`config.mk`:
```
export PLATFORM = sky130hd
export DESIGN_NAME = button_conditioner
export DESIGN_NICKNAME = d
export VERILOG_FILES = /design/src/rtl/button_pkg.sv /design/src/rtl/button_channel.sv /design/src/rtl/button_conditioner.sv
export SDC_FILE = /design/constraint.sdc
export NUM_CORES = 1
export LEC_CHECK = 0
export BUFFER_PORTS_ARGS = -buffer_cell sky130_fd_sc_hd__buf_2
export CAP_MARGIN = 25
export CORE_UTILIZATION = 55
export DETAILED_ROUTE_END_ITERATION = 8
export PLACE_DENSITY = 0.75
export SLEW_MARGIN = 20
export SYNTH_ARGS = -nofsm -noshare
export SYNTH_HDL_FRONTEND = slang
export SYNTH_SLANG_ARGS = --single-unit
```
`constraint.sdc`:
```
create_clock -name clk_ms -period 3.3 [get_ports clk_ms]
set_input_delay 0.165 -clock clk_ms [delete_from_list [all_inputs] [get_ports clk_ms]]
set_output_delay 0.165 -clock clk_ms [all_outputs]
set_load 0.01 [all_outputs]
```
`src/rtl/button_pkg.sv`:
```
// Shared constants and helpers for the button conditioner.
package button_pkg;

  localparam int unsigned DEB_TICKS_DEF  = 3;
  localparam int unsigned HOLD_TICKS_DEF = 8;

  // Bits needed to hold values 0..n-1; never less than 1 bit.
  function automatic int unsigned clog2w(input int unsigned n);
    int unsigned w = 1;
    while ((32'd1 << w) < n) w++;
    return w;
  endfunction

endpackage

```
`src/rtl/button_channel.sv`:
```
// One button channel: input synchroniser, tick-based debounce, press/release
// pulses, toggle state and long-press hold pulse.
module button_channel
  import button_pkg::*;
#(
  parameter int unsigned DEB_TICKS  = DEB_TICKS_DEF,
  parameter int unsigned HOLD_TICKS = HOLD_TICKS_DEF,
  parameter bit          ACTIVE_LOW = 1'b0
) (
  input  logic clk_ms,
  input  logic rst,
  input  logic tick,
  input  logic btn_in,
  input  logic clr_toggle,
  output logic level,
  output logic press_pulse,
  output logic release_pulse,
  output logic toggle_state,
  output logic hold_pulse
);

  localparam int unsigned DW = clog2w(DEB_TICKS + 1);
  localparam int unsigned HW = clog2w(HOLD_TICKS + 1);
  localparam logic [DW-1:0] DEB_LAST  = DW'(DEB_TICKS - 1);
  localparam logic [HW-1:0] HOLD_LAST = HW'(HOLD_TICKS - 1);
  localparam logic [HW-1:0] HOLD_MAX  = HW'(HOLD_TICKS);

  logic          b_s1;
  logic          b_s2;
  logic [DW-1:0] deb_cnt;
  logic [HW-1:0] hold_cnt;

  // Polarity-correct and synchronise the raw button; idle value is 0.
  always_ff @(posedge clk_ms) begin
    if (rst) begin
      b_s1 <= 1'b0;
      b_s2 <= 1'b0;
    end else begin
      b_s1 <= btn_in ^ ACTIVE_LOW;
      b_s2 <= b_s1;
    end
  end

  // Debounce on ticks; edge pulses are registered together with level.
  always_ff @(posedge clk_ms) begin
    if (rst) begin
      level         <= 1'b0;
      deb_cnt       <= '0;
      press_pulse   <= 1'b0;
      release_pulse <= 1'b0;
    end else begin
      press_pulse   <= 1'b0;
      release_pulse <= 1'b0;
      if (tick) begin
        if (b_s2 == level) begin
          deb_cnt <= '0;
        end else if (deb_cnt == DEB_LAST) begin
          level         <= ~level;
          deb_cnt       <= '0;
          press_pulse   <= ~level;
          release_pulse <= level;
        end else begin
          deb_cnt <= deb_cnt + 1'b1;
        end
      end
    end
  end

  // Toggle follows the visible press pulse; a clear in that cycle wins.
  always_ff @(posedge clk_ms) begin
    if (rst) begin
      toggle_state <= 1'b0;
    end else if (clr_toggle) begin
      toggle_state <= 1'b0;
    end else if (press_pulse) begin
      toggle_state <= ~toggle_state;
    end
  end

  // Saturating hold counter; pulse fires once when it reaches HOLD_TICKS.
  always_ff @(posedge clk_ms) begin
    if (rst) begin
      hold_cnt   <= '0;
      hold_pulse <= 1'b0;
    end else begin
      hold_pulse <= 1'b0;
      if (!level) begin
        hold_cnt <= '0;
      end else if (tick && (HOLD_TICKS != 0) && (hold_cnt != HOLD_MAX)) begin
        hold_cnt   <= hold_cnt + 1'b1;
        hold_pulse <= (hold_cnt == HOLD_LAST);
      end
    end
  end

endmodule

```
`src/rtl/button_conditioner.sv`:
```
// Multi-channel button conditioner: shared clk_sl tick generator feeding
// N_CH independent debounce channels.
module button_conditioner
  import button_pkg::*;
#(
  parameter int unsigned N_CH       = 3,
  parameter int unsigned DEB_TICKS  = DEB_TICKS_DEF,
  parameter int unsigned HOLD_TICKS = HOLD_TICKS_DEF,
  parameter bit          ACTIVE_LOW = 1'b0
) (
  input  logic            clk_ms,
  input  logic            rst,
  input  logic            clk_sl,
  input  logic [N_CH-1:0] btn_in,
  input  logic [N_CH-1:0] clr_toggle,
  output logic [N_CH-1:0] level,
  output logic [N_CH-1:0] press_pulse,
  output logic [N_CH-1:0] release_pulse,
  output logic [N_CH-1:0] toggle_state,
  output logic [N_CH-1:0] hold_pulse
);

  logic sl_s1;
  logic sl_s2;
  logic sl_old;
  logic tick;

  // Synchronise clk_sl and register a one-cycle tick on each rising edge.
  always_ff @(posedge clk_ms) begin
    if (rst) begin
      sl_s1  <= 1'b0;
      sl_s2  <= 1'b0;
      sl_old <= 1'b0;
      tick   <= 1'b0;
    end else begin
      sl_s1  <= clk_sl;
      sl_s2  <= sl_s1;
      sl_old <= sl_s2;
      tick   <= sl_s2 & ~sl_old;
    end
  end

  for (genvar i = 0; i < N_CH; i++) begin : g_ch
    button_channel #(
      .DEB_TICKS  (DEB_TICKS),
      .HOLD_TICKS (HOLD_TICKS),
      .ACTIVE_LOW (ACTIVE_LOW)
    ) u_ch (
      .clk_ms        (clk_ms),
      .rst           (rst),
      .tick          (tick),
      .btn_in        (btn_in[i]),
      .clr_toggle    (clr_toggle[i]),
      .level         (level[i]),
      .press_pulse   (press_pulse[i]),
      .release_pulse (release_pulse[i]),
      .toggle_state  (toggle_state[i]),
      .hold_pulse    (hold_pulse[i])
    );
  end

endmodule
```
Yosys cells after proc, flatten, opt, wreduce, memory -nomap -nowiden --
Index checks and enable logic that the tools add are counted. Widths: inputs -> output; s select.
Word-level totals: input port bits 9, word-level logic and storage cells 91, bits in registers 43, output and inout port bits 15
Cells by class: reductions and logical operators 18, bitwise logic cells 18, add/subtract/negate cells 6, eq/ne operators 12, multiplexer cells 6
Operator list (number):
- $not 1->1 | 17
- $add 4x1->4 const B | 3
- $eq 4x3->1 const B | 3
- $mux 2 | 6
- $ne 4x4->1 const B | 3
- $reduce_or 2->1 | 6
- $reduce_or 4->1 | 3
- $reduce_and 3->1 | 3
- $reduce_or 3->1 | 3
- $add 2x1->2 const B | 3
- $eq 2x2->1 const B | 3
- $eq 1x1->1 | 3
- $logic_and 1x1->1 | 3
- $and 1x1->1 | 1

Logic depth before layout (Yosys ltp) --
Gate-level depths: netlist of the first run.
depth in word-level cells 4, depth in mapped cells 5, depth with buffers taken out 5

Modules after synthesis --
From an unflattened synthesis of the first run, not the netlist that was laid out.
Second synthesis, totals: cell total of the unflattened synthesis 167, area, all modules 1635.3 um^2
By module, submodules not included:
- button_channel | sequential area each 260.2 um^2, times used 3, area an instance 508.0 um^2, cells each 53
- button_conditioner | sequential area each 80.1 um^2, times used 1, area an instance 111.4 um^2, cells each 8

Worst setup path before layout of the first run --
Ideal clock, no wire load.
path kind register to register, start point reg g_ch[1].u_ch.hold_cnt[0], end point reg g_ch[1].u_ch.hold_cnt[0], period minus slack after synthesis 1.264 ns, required time 3.230 ns, setup time 0.070 ns, slack 2.036 ns, stages on the path, launching flop included 6, arrival 1.194 ns, buffers on the path 0, cells stage by stage dfxtp_1 inv_1 ha_1 and3b_1 or3_1 a21oi_1
On the way: word-level cells in the longest chain between the ends 2, elaborated cells on any way between the ends 3, those cells by class 1 x add/sub; 1 x eq/ne; 1 x reduce/logical
RTL lines:
- start: declaration | RTL line button_channel.sv:31 | logic [HW-1:0] hold_cnt;
- start signal: assignment | RTL line button_channel.sv:90 | hold_cnt <= hold_cnt + 1'b1;
- branches (longest 2 deep; another with $add 4x1->4)
Several ways; the timed one is not identified. A chain may end at the register's enable or synchronous reset.

Worst setup path in the final report of the first run --
start point reg tick, end point reg g_ch[1].u_ch.hold_cnt[0]
On the way: word-level cells in the longest chain between the ends 1
RTL lines:
- start: declaration | RTL line button_conditioner.sv:26 | logic tick;
- start signal: assignment | RTL line button_conditioner.sv:39 | tick <= sl_s2 & ~sl_old;
- $logic_and 1x1->1 | RTL line button_channel.sv:89 | end else if (tick && (HOLD_TICKS != 0) && (hold_cnt != HOLD_MAX)) begin
No other way between the ends.

==> results of run 1 <==
[layer usage]
layer	wire length, um	vias to the layer above	track usage [%]	part of all wire (%)
li1	-	627	-	-
met1	1240	578	21.1	46
met2	1300	22	30.7	48
met3	113	7	6.59	4.2
met4	48	0	7.14	1.8
met5	0	-	0	0
[where the power goes]
| group | internal, W | switching [W] |
|---|---|---|
| registers | 0.000524 | 0.00000481 |
| logic | 0.0000110 | 0.00000876 |
| clock network | 0.000156 | 0.000153 |
| total | 0.000691 | 0.000167 |
[layout make-up]
type | instances | area, um^2
fillers | 276 | 1170
well taps | 44 | 55.1
repair buffers | 26 | 145
clock buffers | 6 | 41.3
multi-input cells | 107 | 721
clock inverters | 1 | 30.0
inverters | 9 | 33.8
flip-flops and latches | 43 | 861
[metrics by stage]
| stage | power, W | setup slack, ns |
|---|---|---|
| after detailed placement | 0.000558 | 1.63 |
| after CTS | 0.000867 | 1.60 |
| after global placement | 0.000557 | 1.70 |
| final | 0.000858 | 1.60 |
| after floorplan | 0.000552 | 2.04 |
| after global routing | 0.000895 | 1.42 |
[cells in the mapped netlist]
cell type	n
dfxtp_1	43
buf_4	16
nor2b_1	12
nand2_1	11
nor2_1	10
a21oi_1	8
inv_1	8
nand4_1	7
ha_1	6
nand3b_1	6
nor3_1	6
xor2_1	6
nand4b_1	4
a211o_1	3
a22oi_1	3
buf_2	3
mux2i_1	3
nand2b_1	3
nor3b_1	3
nor4b_1	3
xnor2_1	3
a211oi_1	2
a41o_1	2
nor4_1	2
o21ai_0	2
and3b_1	1
buf_1	1
clkbuf_1	1
inv_2	1
or3_1	1
[registers in the layout, indices dropped and copies added, names as in the netlist, 3 cells and up]
signal / cells
g_ch.u_ch.b_s1: 3
g_ch.u_ch.b_s2: 3
g_ch.u_ch.deb_cnt: 6
g_ch.u_ch.hold_cnt: 12
g_ch.u_ch.hold_pulse: 3
g_ch.u_ch.level: 3
g_ch.u_ch.press_pulse: 3
g_ch.u_ch.release_pulse: 3
g_ch.u_ch.toggle_state: 3
[path summary, 6_finish.rpt]
check | to | slack [ns] | depth (start not counted) | startpoint
max | g_ch[1].u_ch.hold_cnt[0]$_SDFFE_PP0P_ | 1.60 | 3 | tick$_SDFF_PP0_
min | g_ch[0].u_ch.b_s1$_SDFF_PP0_ | 0.02 | 2 | btn_in[0]
max reg2reg | g_ch[1].u_ch.hold_cnt[0]$_SDFFE_PP0P_ | 1.60 | 3 | tick$_SDFF_PP0_
min reg2reg | tick$_SDFF_PP0_ | 0.39 | 1 | sl_old$_SDFF_PP0_
[logic make-up (layout without fill, tap and decap cells)]
kind of cell	Yosys count	count (layout)	synth area share [%]
buffers and inverters	30	42	10.0
DFF	43	43	49.0
adders and majority gates	6	6	4.27
muxes	3	3	1.71
and+or+nand+nor	69	69	22.9
AOI/OAI and AO/OA	20	20	7.62
xor gates and xnor gates	9	9	4.48
[what timing repair did]
item	CTS	global route
gates resized for setup	0	0
hold buffers	3	0
hold endpoints to repair	3	0
==> qor.yml, run 1 <==
diodes: 0
min_period_ns: 1.70
crit_type: "register to register"
postRouteAntennaNets: 0
rsz0062_at_grt: "false"
antenna_found_initial: 0
grt_pass1_wl_um: 4650
finalCritPeriodShare_pct: 51.7
cts_tree: "yes"
hold_viol: 0
drv_slew: 0
yosysTopAreaCell: "dfxtp_1"
critPathArrivalTime_ns: 1.98
avgSynthCellArea_um2: 9.77
status: "complete, no violations"
fp.dieW_um: 58.5
hpwl_um: 1870
first_global_vias: 1093
cts.htree.levels: 2
row_count: 20
cp_slowest_cell: "dfxtp_1"
numCtsBuffers: 5
pin_count: 24
postRouteWirelength_um: 2700
required_ns: 3.58
final_cells: 236
clk_latency_ns: 0.35
synth-seq-cells: 43
io_buffers: 23
path_clk_slew_ns: 0.11
power_density_nw_per_um2: 455
vias_per_cell: 5.23
end_kind: "register"
p_leak_nw: 0.757
critical_path.top_delay_family: "flip-flops"
final_util_pct: 61.8
gp_congestion: 0.680
start_util_pct: 57.6
relSlewSlack_pct: 42.7
die_h_um: 58.5
path_cells: "inv_2, or3_1, a21oi_1"
worstMarginPinSlew_ns: 0.858
drt_first_pass_iters: 4
layout_common_cells: "43 x dfxtp_1, 23 x buf_2, 12 x nor2b_1, 11 x nand2_1, 10 x nor2_1"
hp-class: "primary input to register"
crit_path_max_incr_delay_ns: 0.90
drive_above_1_share_pct: 15.6
core_area_um2: 3050
synth_top_area_share_pct: 49.0
postCtsSetupRepairBufs: 0
drc: 0
clock.fmax_mhz: 587
finClkSkew_ns: 0.00851
yosysWarnings: 0
synthesis.nets: 195
placed_area_um2: 1790
setup.worst_path.start_class: "register"
clock_path_buffers: 2
crit_fanout: 28
wl_per_cell_um: 11.4
syn_to_final_growth_pct: 7.33
vdd_drop_max_v: 0.000366
holdWs_ns: 0.0235
setup_viol: 0
placed_cells: 226
cp_num_buf_inv: 1
grt_start_max_net_pins: 30
drt-initial-drc-count: 35
syn_inst: 180
final_common_cell: "dfxtp_1"
clkSinkCount: 43
drv_cap: 0
tns_ns: 0
synthesis.area_um2: 1760
vias: 1234
yosysSeqAreaShare_pct: 49.0
die_area_um2: 3430
grt_usage_pct: 18.2
grt-ovfl-total: 0
ys_types: 30
cts_root_buf: "clkbuf_4"
nNetsFinal: 207
design_area_um2: 1890
yosys-top-cells-area: "dfxtp_1 49%, buf_4 6.8%, ha_1 4.3%"
Note: power is estimated with default switching activity, not from simulation.
==> run 2: changes to the inputs <==
- CORE_UTILIZATION: 55 -> 50
- PLACE_DENSITY: 0.75 -> 0.72
- clock period: 3.3 -> 1.5 ns (I/O delays scaled with it)
==> qor.yml, run 2 (synthesized netlist as in run 1, its figures left out) <==
vias: 1235  # +0.081%
hold_start: "rst"
grt-ovfl-total: 0  # unchanged
end_kind: "register"
drt_first_pass_iters: 4  # unchanged
io_buffers: 23  # unchanged
crit_end: "g_ch[1].u_ch.hold_cnt[0]$_SDFFE_PP0P_"
reg2reg_to: "g_ch[1].u_ch.hold_cnt[0]$_SDFFE_PP0P_"
setup.worst_path.start_class: "register"
grt_pass1_wl_um: 4720  # +1.5%
drv_slew: 0  # unchanged
finalCritPeriodShare_pct: 91.6  # +40 points
crit_fanout: 5  # -82%
start_util_pct: 52.3  # -5.3 points
syn_to_final_growth_pct: 12.8
vdd_drop_max_v: 0.000743  # +100%
die_h_um: 61.3  # +4.7%
setup_viol: 0  # unchanged
drv_cap: 0  # unchanged
postRouteAntennaNets: 0  # unchanged
crit_type: "register to register"
critPathLaunch: "g_ch[1].u_ch.hold_cnt[0]$_SDFFE_PP0P_"
required_ns: 1.79  # -1.79 ns
p_comb_share_pct: 3.1  # +0.8 points
worstMarginPinSlew_ns: 0.280  # -0.578 ns
p_clk_share_pct: 38.6  # +2.6 points
hp-class: "primary input to register"
wl_per_cell_um: 11.4  # -0.19%
clock_path_buffers: 2  # unchanged
layout_common_cells: "43 x dfxtp_1, 23 x buf_2, 12 x nor2b_1, 11 x nand2_1, 10 x nor2_1"
cts_tree: "yes"
hold_viol: 0  # unchanged
clk_latency_ns: 0.35  # about the same
antenna_found_initial: 0  # unchanged
reg2reg_slack_ns: 0.13  # -1.47 ns
p_int_w: 0.00159  # +130%
seq_area_um2: 861  # unchanged
final_common_cell: "dfxtp_1"
cts_root_buf: "clkbuf_4"
power_density_nw_per_um2: 1000  # +120%
hpwl_um: 1960  # +5.0%
numCtsBuffers: 5  # unchanged
pin_count: 24  # unchanged
drt-initial-drc-count: 16  # -54%
row_count: 21  # +5.0%
finClkSkew_ns: 0.00901  # +0.000505 ns
largest_reg_flops: 12  # unchanged
first_global_vias: 1142  # +4.5%
top_register: "g_ch.u_ch.hold_cnt"
tns_ns: 0  # unchanged
multi_input_area_um2: 721  # unchanged
postRouteWirelength_um: 2810  # +4.0%
grt_start_max_net_pins: 21  # -30%
fp.dieW_um: 61.3  # +4.7%
status: "complete, no violations"
p_leak_nw: 0.803  # +6.0%
worstReg2RegStart: "g_ch[1].u_ch.hold_cnt[0]$_SDFFE_PP0P_"
die_area_um2: 3760  # +9.7%
p_seq_share_pct: 58.3  # -3.4 points
vias_per_cell: 5.02  # -4.0%
nFillCells: 308  # +12%
ff2ff_path_depth: 5  # +2
reg_top3: "g_ch.u_ch.hold_cnt x12, g_ch.u_ch.deb_cnt x6"
relSlewSlack_pct: 81.3  # +39 points
critPathArrivalTime_ns: 1.67  # -0.31 ns
grt_usage_pct: 17.7  # -0.54 points
clkSinkCount: 43  # unchanged
diodes: 0  # unchanged
total_power_w: 0.00199  # +130%
holdWs_ns: 0.0628  # +0.0393 ns
gp_congestion: 0.640  # -5.9%
drive_above_1_share_pct: 17.5  # +1.9 points
final_util_pct: 59.0  # -2.8 points
path_clk_slew_ns: 0.12  # about the same
p_switching_w: 0.000398  # +140%
core_area_um2: 3360  # +10%
clock.fmax_mhz: 728  # +24%
cts.htree.levels: 2  # unchanged
p_sw_share_pct: 20.0  # +0.60 points
drc: 0  # unchanged
nNetsFinal: 214  # +3.4%
min_period_ns: 1.37  # -0.331 ns
rsz0062_at_grt: "false"
run 2: how the worst min path moves through the flow:
stage                                             endpoint  slack [ns]  cells past startpoint
finish                g_ch[1].u_ch.deb_cnt[0]$_SDFFE_PP0P_        0.06                      2
global placement    g_ch[2].u_ch.toggle_state$_SDFFE_PP0P_        0.24                      2
floorplan           g_ch[0].u_ch.toggle_state$_SDFFE_PP0P_        0.15                      1
detailed placement  g_ch[0].u_ch.toggle_state$_SDFFE_PP0P_        0.24                      2
global route          g_ch[0].u_ch.deb_cnt[0]$_SDFFE_PP0P_        0.07                      2
CTS                        g_ch[1].u_ch.level$_SDFFE_PP0P_        0.04                      2
run 2: power groups by stage:
stage          combinational, W  sequential (W)  clock (W)
6_report              0.0000622         0.00116   0.000768
2_1_floorplan         0.0000318         0.00118          0
3_5_place_dp          0.0000483         0.00119          0
4_1_cts               0.0000620         0.00116   0.000804
5_1_grt               0.0000689         0.00116   0.000841
3_3_place_gp          0.0000462         0.00119          0
run 2: area by class of cell:
cell class	instances	share of cell area (%)
inverter	9	1.70
tap	46	2.90
clock inverter	2	1.96
clock buffer	6	2.59
sequential	43	43.4
timing repair buffer	33	11.1
multi-input combinational	107	36.3
run 2: routing by layer:
layer,GRT usage (%),part of all wire [%],vias to the layer above
met2,30.1,49,21
met4,11.7,2.7,0
met1,19.9,45,560
met3,3.78,3.2,8
met5,0,0,-
li1,-,-,646
run 2: through the flow:
stage                     setup slack [ns]  area [um^2]  instances
after floorplan                      0.236         1760        180
final                                0.126         1980        246
after CTS                            0.122         1980        246
after detailed placement             0.153         1820        231
after global routing              0.000876         1980        246
after global placement               0.209         1820        231
run 2: critical path, cell delays in order (launching register included):
cell and delay, ns:
dfxtp_1 0.41, inv_1 0.06, ha_1 0.20, and3b_1 0.20
or3_1 0.30, a21oi_1 0.14
run 2: timing repair:
action                                 4_1_cts  5_1_grt
endpoints found under the hold margin        7        0
setup buffers                                0        0
gates resized for setup                      0        0
hold buffers                                 7        0
